$ cat config.mk
export PLATFORM = sky130hd
export DESIGN_NAME = pair_stream_tx_flat
export DESIGN_NICKNAME = d
export VERILOG_FILES = /design/src/rtl/pair_link_pkg.sv /design/src/rtl/pair_stream_tx_if.sv /design/src/rtl/pair_shift_reg.sv /design/src/rtl/pair_stream_tx.sv /design/src/flat_wrapper.sv
export SDC_FILE = /design/constraint.sdc
export NUM_CORES = 1
export LEC_CHECK = 0
export BUFFER_PORTS_ARGS = -buffer_cell sky130_fd_sc_hd__buf_4
export CORE_ASPECT_RATIO = 1.5
export CORE_MARGIN = 3
export CORE_UTILIZATION = 35
export CTS_BUF_LIST = sky130_fd_sc_hd__clkbuf_16
export DETAILED_ROUTE_END_ITERATION = 10
export SLEW_MARGIN = 20
export SYNTH_ARGS = -nofsm -noshare
export SYNTH_HDL_FRONTEND = slang
export SYNTH_SLANG_ARGS = --single-unit
$ cat constraint.sdc
create_clock -name clk -period 1.8 [get_ports clk]
set_clock_uncertainty 0.2 [all_clocks]
set_input_delay 0.09 -clock clk [delete_from_list [all_inputs] [get_ports clk]]
set_output_delay 0.09 -clock clk [all_outputs]
set_load 0.01 [all_outputs]
$ cat src/rtl/pair_link_pkg.sv
// rtl/pair_link_pkg.sv - shared encodings and defaults for the serial pair-detection link
package pair_link_pkg;

    localparam int DEF_WIDTH = 8;
    localparam int DEF_LEN_W = 4;
    localparam int DEF_GAP   = 2;

    typedef enum logic [1:0] {
        ST_IDLE = 2'b00,
        ST_SEND = 2'b01,
        ST_GAP  = 2'b10
    } tx_state_e;

    typedef enum logic [2:0] {
        DET_IDLE = 3'b000,
        DET_S0   = 3'b001,
        DET_S1   = 3'b010,
        DET_S01  = 3'b011,
        DET_S10  = 3'b100,
        DET_S00  = 3'b101,
        DET_S11  = 3'b110
    } det_state_e;

endpackage

$ cat src/rtl/pair_stream_tx_if.sv
// rtl/pair_stream_tx_if.sv - word load handshake plus serial/detector-side signals
interface pair_stream_tx_if
    import pair_link_pkg::*;
#(
    parameter int WIDTH = DEF_WIDTH,
    parameter int LEN_W = DEF_LEN_W
) ();
    logic             load_valid;
    logic             load_ready;
    logic [WIDTH-1:0] load_data;
    logic [LEN_W-1:0] load_len;
    logic             ser_out;
    logic             ser_valid;
    logic             det_rst;
    logic             exp_pair;
    logic             done;
    logic [LEN_W-1:0] pair_cnt;

    modport master (
        output load_valid, load_data, load_len,
        input  load_ready, ser_out, ser_valid, det_rst, exp_pair, done, pair_cnt
    );

    modport slave (
        input  load_valid, load_data, load_len,
        output load_ready, ser_out, ser_valid, det_rst, exp_pair, done, pair_cnt
    );
endinterface

$ cat src/rtl/pair_shift_reg.sv
// rtl/pair_shift_reg.sv - left-aligned word shifter with MSB tap, previous-bit history and bit counter
module pair_shift_reg #(
    parameter int WIDTH = 8,
    parameter int LEN_W = 4
) (
    input  logic             clk,
    input  logic             reset,
    input  logic             load,
    input  logic             shift,
    input  logic [WIDTH-1:0] load_data,
    input  logic [LEN_W-1:0] load_len,
    output logic             msb,
    output logic             prev_bit,
    output logic             prev_valid,
    output logic             last
);
    logic [WIDTH-1:0] sr_q, sr_d;
    logic [LEN_W-1:0] cnt_q, cnt_d;
    logic             prev_bit_q, prev_bit_d;
    logic             prev_valid_q, prev_valid_d;

    // Zero fill on both load and shift keeps the MSB tap at 0 whenever no word is in flight.
    always_comb begin
        sr_d         = sr_q;
        cnt_d        = cnt_q;
        prev_bit_d   = prev_bit_q;
        prev_valid_d = prev_valid_q;
        if (load) begin
            sr_d         = load_data << (WIDTH - int'(load_len));
            cnt_d        = load_len;
            prev_bit_d   = 1'b0;
            prev_valid_d = 1'b0;
        end else if (shift) begin
            sr_d         = sr_q << 1;
            cnt_d        = cnt_q - LEN_W'(1);
            prev_bit_d   = sr_q[WIDTH-1];
            prev_valid_d = 1'b1;
        end
    end

    always_ff @(posedge clk or posedge reset) begin
        if (reset) begin
            sr_q         <= '0;
            cnt_q        <= '0;
            prev_bit_q   <= 1'b0;
            prev_valid_q <= 1'b0;
        end else begin
            sr_q         <= sr_d;
            cnt_q        <= cnt_d;
            prev_bit_q   <= prev_bit_d;
            prev_valid_q <= prev_valid_d;
        end
    end

    assign msb        = sr_q[WIDTH-1];
    assign prev_bit   = prev_bit_q;
    assign prev_valid = prev_valid_q;
    assign last       = (cnt_q == LEN_W'(1));
endmodule

$ cat src/rtl/pair_stream_tx.sv
// rtl/pair_stream_tx.sv - serialises loaded words MSB-first and predicts the pair detector output
module pair_stream_tx
    import pair_link_pkg::*;
#(
    parameter int WIDTH = DEF_WIDTH,
    parameter int LEN_W = DEF_LEN_W,
    parameter int GAP   = DEF_GAP
) (
    input  logic             clk,
    input  logic             reset,
    pair_stream_tx_if.slave  lnk
);
    if (GAP < 1 || GAP > 15) begin : g_bad_gap
        $error("pair_stream_tx: GAP must be in 1..15");
    end

    tx_state_e        state_q, state_d;
    logic [3:0]       gap_q, gap_d;
    logic             load_ready_q, load_ready_d;
    logic             ser_valid_q, ser_valid_d;
    logic             det_rst_q, det_rst_d;
    logic             exp_pair_q, exp_pair_d;
    logic             done_q, done_d;
    logic [LEN_W-1:0] pair_cnt_q, pair_cnt_d;

    logic             accept, shifting, pair_hit;
    logic [LEN_W-1:0] len_c;
    logic             msb, prev_bit, prev_valid, last;

    assign accept   = lnk.load_valid && load_ready_q;
    assign len_c    = (lnk.load_len > LEN_W'(WIDTH)) ? LEN_W'(WIDTH) : lnk.load_len;
    assign shifting = (state_q == ST_SEND);
    // msb is the bit on ser_out this cycle, so a hit lands in exp_pair one cycle later.
    assign pair_hit = shifting && prev_valid && (msb == prev_bit);

    pair_shift_reg #(.WIDTH(WIDTH), .LEN_W(LEN_W)) u_shift (
        .clk        (clk),
        .reset      (reset),
        .load       (accept),
        .shift      (shifting),
        .load_data  (lnk.load_data),
        .load_len   (len_c),
        .msb        (msb),
        .prev_bit   (prev_bit),
        .prev_valid (prev_valid),
        .last       (last)
    );

    always_ff @(posedge clk or posedge reset) begin
        if (reset) begin
            state_q      <= ST_IDLE;
            gap_q        <= '0;
            load_ready_q <= 1'b1;
            ser_valid_q  <= 1'b0;
            det_rst_q    <= 1'b1;
            exp_pair_q   <= 1'b0;
            done_q       <= 1'b0;
            pair_cnt_q   <= '0;
        end else begin
            state_q      <= state_d;
            gap_q        <= gap_d;
            load_ready_q <= load_ready_d;
            ser_valid_q  <= ser_valid_d;
            det_rst_q    <= det_rst_d;
            exp_pair_q   <= exp_pair_d;
            done_q       <= done_d;
            pair_cnt_q   <= pair_cnt_d;
        end
    end

    always_comb begin
        state_d = state_q;
        gap_d   = gap_q;
        case (state_q)
            ST_IDLE: begin
                if (accept) begin
                    if (len_c != '0) begin
                        state_d = ST_SEND;
                    end else begin
                        state_d = ST_GAP;
                        gap_d   = 4'(GAP - 1);
                    end
                end
            end
            ST_SEND: begin
                if (last) begin
                    state_d = ST_GAP;
                    gap_d   = 4'(GAP - 1);
                end
            end
            ST_GAP: begin
                if (gap_q == '0) state_d = ST_IDLE;
                else             gap_d   = gap_q - 4'd1;
            end
            default: state_d = ST_IDLE;
        endcase
    end

    // Outputs are registered, so they are derived from the state being entered.
    always_comb begin
        load_ready_d = (state_d == ST_IDLE);
        ser_valid_d  = (state_d == ST_SEND);
        det_rst_d    = (state_d != ST_SEND);
        done_d       = (state_d == ST_GAP) && (state_q != ST_GAP);
        exp_pair_d   = pair_hit;
        pair_cnt_d   = pair_cnt_q;
        if (accept)
            pair_cnt_d = '0;
        else if (pair_hit && (pair_cnt_q != '1))
            pair_cnt_d = pair_cnt_q + LEN_W'(1);
    end

    assign lnk.load_ready = load_ready_q;
    assign lnk.ser_out    = msb;
    assign lnk.ser_valid  = ser_valid_q;
    assign lnk.det_rst    = det_rst_q;
    assign lnk.exp_pair   = exp_pair_q;
    assign lnk.done       = done_q;
    assign lnk.pair_cnt   = pair_cnt_q;
endmodule
$ cat src/flat_wrapper.sv
// flat-port wrapper written by rule: the top's interface ports become plain ports
module pair_stream_tx_flat import pair_link_pkg::*;
#(
    parameter int WIDTH = DEF_WIDTH,
    parameter int LEN_W = DEF_LEN_W,
    parameter int GAP   = DEF_GAP
)
  (clk, reset, lnk_load_valid, lnk_load_data, lnk_load_len, lnk_load_ready, lnk_ser_out, lnk_ser_valid, lnk_det_rst, lnk_exp_pair, lnk_done, lnk_pair_cnt);
  pair_stream_tx_if #(.WIDTH(WIDTH), .LEN_W(LEN_W)) lnk_i ();
  input  logic clk;
  input  logic reset;
  input wire logic [$bits(lnk_i.load_valid)-1:0] lnk_load_valid;
  input wire logic [$bits(lnk_i.load_data)-1:0] lnk_load_data;
  input wire logic [$bits(lnk_i.load_len)-1:0] lnk_load_len;
  output wire logic [$bits(lnk_i.load_ready)-1:0] lnk_load_ready;
  output wire logic [$bits(lnk_i.ser_out)-1:0] lnk_ser_out;
  output wire logic [$bits(lnk_i.ser_valid)-1:0] lnk_ser_valid;
  output wire logic [$bits(lnk_i.det_rst)-1:0] lnk_det_rst;
  output wire logic [$bits(lnk_i.exp_pair)-1:0] lnk_exp_pair;
  output wire logic [$bits(lnk_i.done)-1:0] lnk_done;
  output wire logic [$bits(lnk_i.pair_cnt)-1:0] lnk_pair_cnt;
  assign lnk_i.load_valid = lnk_load_valid;
  assign lnk_i.load_data = lnk_load_data;
  assign lnk_i.load_len = lnk_load_len;
  assign lnk_load_ready = lnk_i.load_ready;
  assign lnk_ser_out = lnk_i.ser_out;
  assign lnk_ser_valid = lnk_i.ser_valid;
  assign lnk_det_rst = lnk_i.det_rst;
  assign lnk_exp_pair = lnk_i.exp_pair;
  assign lnk_done = lnk_i.done;
  assign lnk_pair_cnt = lnk_i.pair_cnt;
  pair_stream_tx #(.WIDTH(WIDTH), .LEN_W(LEN_W), .GAP(GAP)) u_core (.clk(clk), .reset(reset), .lnk(lnk_i));
endmodule
==> results.json, run 1 <==
{
  "viasPerCell": 4.924,
  "end_kind": "flip-flop",
  "avgSynthCellArea_um2": 8.974,
  "dieHeight_um": 93.05,
  "fillCellCount": 466,
  "wl_met2_um": 1924,
  "path_depth": 6,
  "io_pins": 25,
  "drv_slew": 0,
  "area_delta_synth_final_pct": 36.31,
  "startpoint_type": "flip-flop",
  "postSynthNetCount": 219,
  "clk_pin_slew_ps": 50,
  "cp.required_ps": 1790,
  "crit_family": "simple AND/OR/NAND/NOR gates",
  "p_switching_mw": 1.217,
  "totalWireLength_um": 3803,
  "hold_path.class": "input port to flip-flop",
  "portBuffers": 24,
  "p_int_mw": 2.169,
  "multi_input_area_um2": 993.5,
  "finalHoldViolCount": 0,
  "synth-seq-cells": 29,
  "coreArea_um2": 4848,
  "ys_seq_area_share_pct": 41.19,
  "antenna_cells": 0,
  "dr_wl_met3_um": 116,
  "worstPathArrival_ps": 1680,
  "criticalPathCategory": "flip-flop to flip-flop",
  "drive_gt1_share_pct": 28.63,
  "cts_setup_buffers": 0,
  "crit_end": "u_core.lnk.load_ready",
  "post_drt_wl_per_cell_um": 12.11,
  "grt_pass1_wl_um": 6748,
  "core.rowCount": 31,
  "die_w_um": 64.03,
  "syn-instance-count": 197,
  "cts_tree": "done",
  "muxShareOfSynthArea_pct": 5.732,
  "met1_length_um": 1664,
  "r2r_end": "u_core.lnk.load_ready",
  "insertion_delay_ps": 270,
  "cts_made_buffers": 5,
  "fmax_mhz": 591.5,
  "vdd.ir_drop.worst_uv": 490.2,
  "syn_area_um2": 1768,
  "synth_edf_count": 0,
  "postRouteAntennaNets": 0,
  "synth_top_family_by_area": "simple AND/OR/NAND/NOR gates",
  "reg2reg_slack_ps": 110,
  "synth_compound_area_share_pct": 17.76,
  "clock_path_buffers": 2,
  "tightestPinTransition_ps": 494.2,
  "rsz0062_at_grt": "false",
  "gp_congestion": 0.8455,
  "top_layer": "met4",
  "netSwitchingFraction_pct": 35.94,
  "seqCellArea_um2": 728.2,
  "via_count": 1546,
  "drt_iter0_markers": 55,
  "critical_path.cell_chain": "buf_4 -> nand2_2 -> or3_4 -> a21oi_4 -> or2_4 -> nor2_1",
  "async_flop_share_pct": 100.0,
  "worst_path_largest_cell_delay_ps": 510,
  "synth-xor-area-share_pct": 4.459,
  "start_util_pct": 36.46,
  "ys_types": 44,
  "power.leakage_nw": 1.120,
  "p_seq_share_pct": 33.4,
  "power_density_nw_per_um2": 1405,
  "finalInstanceArea_um2": 2410,
  "critPathBufInv": 1,
  "post_dp_cell_area_um2": 2205,
  "worstReg2RegStart": "u_core.lnk.load_ready",
  "fin_crit_ps": 1691,
  "final_cell_mix": "buf_4 (49), dfrtp_1 (27), nor2_1 (21)",
  "cp-startpoint": "u_core.lnk.load_ready",
  "cts.sinks": 29,
  "combPwrFrac_pct": 44.5,
  "slew_headroom_pct": 66.94,
  "yosys_warnings": 0,
  "grtUsageTotal_pct": 14.21,
  "grt_antenna_before_repair": 0,
  "setup_viol": 0,
  "clkPwrFrac_pct": 22.1,
  "r2r_cells": 6,
  "layout_commonest_cell": "buf_4",
  "yosys.area_share.adder_pct": 4.954,
  "synthSimpleGateAreaFrac_pct": 20.31,
  "status": "finished, final reports clean",
  "dieArea_um2": 5958,
  "final_util_pct": 49.70,
  "yosys-top-cells-area": "dfrtp_1 (38%), mux2i_1 (5.1%), ha_1 (5.0%), o21ai_0 (4.5%), nor2_1 (4.5%)",
  "slowest_stage": "dfstp_2",
  "synthFlopType": "dfrtp_1",
  "yosysTopAreaCellShare_pct": 38.22,
  "fin_nets": 270,
  "synth.largest_area_cell": "dfrtp_1",
  "grt_max_degree": 30,
  "cp_max_fo": 6,
  "firstDrtPassIters": 4,
  "htree_num_levels": 2,
  "grt_pass1_vias": 1542,
  "dpl.hpwl_um": 2931,
  "drv_cap": 0,
  "root_buffer": "clkbuf_16",
  "drc": 0,
  "fin_crit_sh_pct": 93.92,
  "whs_path_depth": 4,
  "total_power_mw": 3.386,
  "overflow": 0,
  "setup_tns_ps": 0
}
==> what timing repair did <==
action | 4_1_cts | 5_1_grt
hold buffers | 4 | 0
gates resized for setup | 0 | 8
endpoints found under the setup margin | 0 | 11
hold endpoints to repair | 30 | 0
==> worst min-delay path: cells and delay by family <==
kind,cells,cell delay (ps)
and+or+nand+nor,1,40
buffers and inverters,2,220
AOI/OAI and AO/OA,1,110
==> logic make-up after synthesis <==
kind of cell,count (synthesis)
fa+ha+maj,7
mux,10
buf+inv,22
flops,29
xor+xnor,9
simple gates,72
compound gates,48
==> synthesized netlist by cell type (3+ instances only) <==
cell	count
a21oi_1	14
a31oi_1	4
buf_2	4
clkbuf_1	4
dfrtp_1	27
ha_1	7
inv_1	12
mux2i_1	9
nand2_1	18
nand2b_1	5
nand3_1	9
nor2_1	21
o211ai_1	3
o21ai_0	16
xnor2_1	7
==> power by group through the flow <==
stage / registers, mW / logic, mW / clock network, mW
3_5_place_dp: 1.13 / 1.48 / 0
4_1_cts: 1.12 / 1.49 / 0.769
6_report: 1.13 / 1.51 / 0.749
5_1_grt: 1.17 / 1.72 / 0.796
2_1_floorplan: 1.14 / 0.935 / 0
3_3_place_gp: 1.13 / 1.46 / 0
==> stage by stage <==
step,hold slack [ps],instances,setup slack (ps)
2_1_floorplan,-33.37,197,-52.72
3_3_place_gp,-10.37,303,-34.48
3_5_place_dp,-1.293,303,-56.75
4_1_cts,37.57,314,4.801
5_1_grt,67.98,314,16.46
6_report,27.79,314,109.5
==> state kept, by name, indices dropped and copies added (netlist names) <==
| signal | cells |
|---|---|
| u_core.lnk.det_rst | 1 |
| u_core.lnk.pair_cnt | 4 |
| u_core.u_shift.sr_q | 8 |
| u_core.gap_q | 4 |
| u_core.u_shift.cnt_q | 4 |
| u_core.u_shift.prev_bit | 1 |
| u_core.state_q | 2 |
| u_core.lnk.ser_valid | 1 |
| u_core.lnk.exp_pair | 1 |
| u_core.u_shift.prev_valid | 1 |
| u_core.lnk.done | 1 |
| u_core.lnk.load_ready | 1 |
==> routing by layer <==
metal	vias up	GRT usage, %
met5	-	0
met4	0	7.387
met3	10	2.163
met2	34	25.02
met1	717	16.31
li1	785	-
==> cell type report <==
class	instances	area share [%]
multi-input combinational	146	41.23
inverter	12	1.869
tap	66	3.427
timing repair buffer	54	17.76
clock inverter	2	0.3115
sequential	29	30.22
clock buffer	5	5.192
==> worst min-delay path by stage <==
stage,start,end
4_1_cts,lnk_load_len[3],u_core.u_shift.cnt_q[3]
3_3_place_gp,reset,u_core.lnk.pair_cnt[2]
6_report,lnk_load_len[3],u_core.u_shift.cnt_q[3]
3_5_place_dp,reset,u_core.lnk.pair_cnt[2]
5_1_grt,lnk_load_len[3],u_core.u_shift.cnt_q[3]
2_1_floorplan,reset,u_core.gap_q[0]
No activity file was read; power rests on OpenSTA's default activity.
==> run 2: changes to the inputs <==
Settings changed: CORE_MARGIN 3 to 2.
==> run 2 against run 1 <==
Compared with the run above: critical path depth did not move; sequential power about the same; clock power grew 3.1%; highest routed layer unchanged; non-clock buffer count up 1; die area is 5.2% lower.
==> results.json, run 2 (synthesis results as in run 1) <==
{
  "core.rowCount": 31,
  "drc": 0,
  "totalWireLength_um": 3776,
  "power_density_nw_per_um2": 1416,
  "slew_headroom_pct": 66.15,
  "viasPerCell": 4.889,
  "layout_commonest_cell": "buf_4",
  "grt_max_degree": 30,
  "clk_pin_slew_ps": 50,
  "die_w_um": 62.03,
  "final_util_pct": 49.91,
  "drt_iter0_markers": 57,
  "via_count": 1545,
  "rsz0062_at_grt": "true",
  "gp_congestion": 0.8159,
  "vdd.ir_drop.worst_uv": 447.3,
  "hold_path.class": "input port to flip-flop",
  "fin_crit_ps": 1701,
  "status": "finished, final reports clean",
  "insertion_delay_ps": 270,
  "criticalPathCategory": "flip-flop to flip-flop",
  "overflow": 0,
  "finalHoldViolCount": 0,
  "htree_num_levels": 2,
  "fmax_mhz": 588.0,
  "post_dp_cell_area_um2": 2205,
  "portBuffers": 24,
  "finalInstanceArea_um2": 2420,
  "dieHeight_um": 91.05,
  "top_register": "u_core.u_shift.sr_q",
  "largest_reg_flops": 8,
  "drv_cap": 0,
  "grt_antenna_before_repair": 0,
  "drv_slew": 0,
  "dpl.hpwl_um": 2779,
  "dieArea_um2": 5648,
  "grtUsageTotal_pct": 15.59,
  "cp.required_ps": 1800,
  "io_pins": 25,
  "tightestPinTransition_ps": 506.1,
  "end_kind": "flip-flop",
  "area_delta_synth_final_pct": 36.87,
  "firstDrtPassIters": 4,
  "fin_nets": 271,
  "drive_gt1_share_pct": 30.00,
  "clock_path_buffers": 2,
  "cts_made_buffers": 5,
  "power.leakage_nw": 1.126,
  "fillCellCount": 463,
  "cts.sinks": 29,
  "worstPathArrival_ps": 1700,
  "setup_viol": 0,
  "startpoint_type": "flip-flop",
  "grt_pass1_vias": 1522,
  "antenna_cells": 0,
  "fin_crit_sh_pct": 94.48,
  "postRouteAntennaNets": 0,
  "multi_input_area_um2": 991.0,
  "post_drt_wl_per_cell_um": 11.95,
  "seqCellArea_um2": 728.2,
  "final_cell_mix": "buf_4 (50), dfrtp_1 (27), nor2_1 (20)",
  "cts_tree": "done",
  "grt_pass1_wl_um": 6796,
  "coreArea_um2": 4848,
  "start_util_pct": 36.46,
  "root_buffer": "clkbuf_16",
  "cp_max_fo": 6
}
## run 2: cell types whose count changed in the layout (fill, tap and decap cells not counted)
cell,delta
nor3_1,-1
nor2_1,-1
inv_1,-1
buf_4,+1
clkinv_2,+1
nor3_2,+1
nor2_2,+1
o311ai_4,-1
o311ai_2,+1
clkinv_1,+1
## run 2: layer usage
metal / vias up / wire [µm] / global-route usage, % / part of all wire (%)
met2: 33 / 1893 / 24.83 / 50
met3: 7 / 140 / 2.707 / 3.7
met4: 0 / 82 / 7.092 / 2.2
li1: 789 / - / - / -
met1: 716 / 1660 / 19.71 / 44
met5: - / 0 / 0 / 0
## run 2: final timing paths
path	startpoint	to	slack, ps	depth (start not counted)
worst min register to register	u_core.u_shift.prev_valid	u_core.u_shift.prev_valid	290	2
worst max-delay path	u_core.lnk.load_ready	u_core.lnk.load_ready	100	6
min in group asynchronous	reset	u_core.u_shift.sr_q[5]	250	4
max in group asynchronous	reset	u_core.lnk.load_ready	840	4
worst min-delay path	lnk_load_len[3]	u_core.u_shift.cnt_q[3]	50	4
worst max register to register	u_core.lnk.load_ready	u_core.lnk.load_ready	100	6
## run 2: timing repair
action | in CTS | in global routing
hold buffers | 4 | 0
gates resized for setup | 0 | 9
setup endpoints to repair | 0 | 9
buffers inserted | 0 | 1
endpoints found under the hold margin | 32 | 0
## run 2: layout make-up
cell class | count | area share [%]
Tap cell | 66 | 3.413
Clock inverter | 3 | 0.5171
Timing Repair Buffer | 55 | 17.99
Sequential cell | 29 | 30.09
Inverter | 12 | 1.861
Multi-Input combinational cell | 146 | 40.95
Clock buffer | 5 | 5.171
## run 2: metrics by stage
stage / power, mW / std cells / hold slack [ps] / setup TNS [ps] / worst slack [ps]
final: 3.427 / 316 / 51.74 / 0 / 99.29
after global routing: 3.753 / 316 / 93.57 / -6.990 / -6.990
after CTS: 3.407 / 315 / 50.87 / 0 / 2.549
after detailed placement: 2.602 / 303 / -6.907 / -165.2 / -47.14
after global placement: 2.581 / 303 / -9.505 / -84.01 / -31.66
after floorplan: 2.078 / 197 / -33.37 / -149.5 / -52.72
## run 2: worst max-delay path, stage by stage, from the launching register on
cell	delay, ps
dfstp_2	520
buf_4	100
nand2_2	50
or3_4	340
a21oi_4	230
or2_4	160
nor2_2	30
## run 2: power by group
group | switching, mW | leakage [nW] | internal (mW)
registers | 0.192 | 0.362 | 0.941
clock network | 0.274 | 0.0687 | 0.498
logic | 0.772 | 0.695 | 0.751
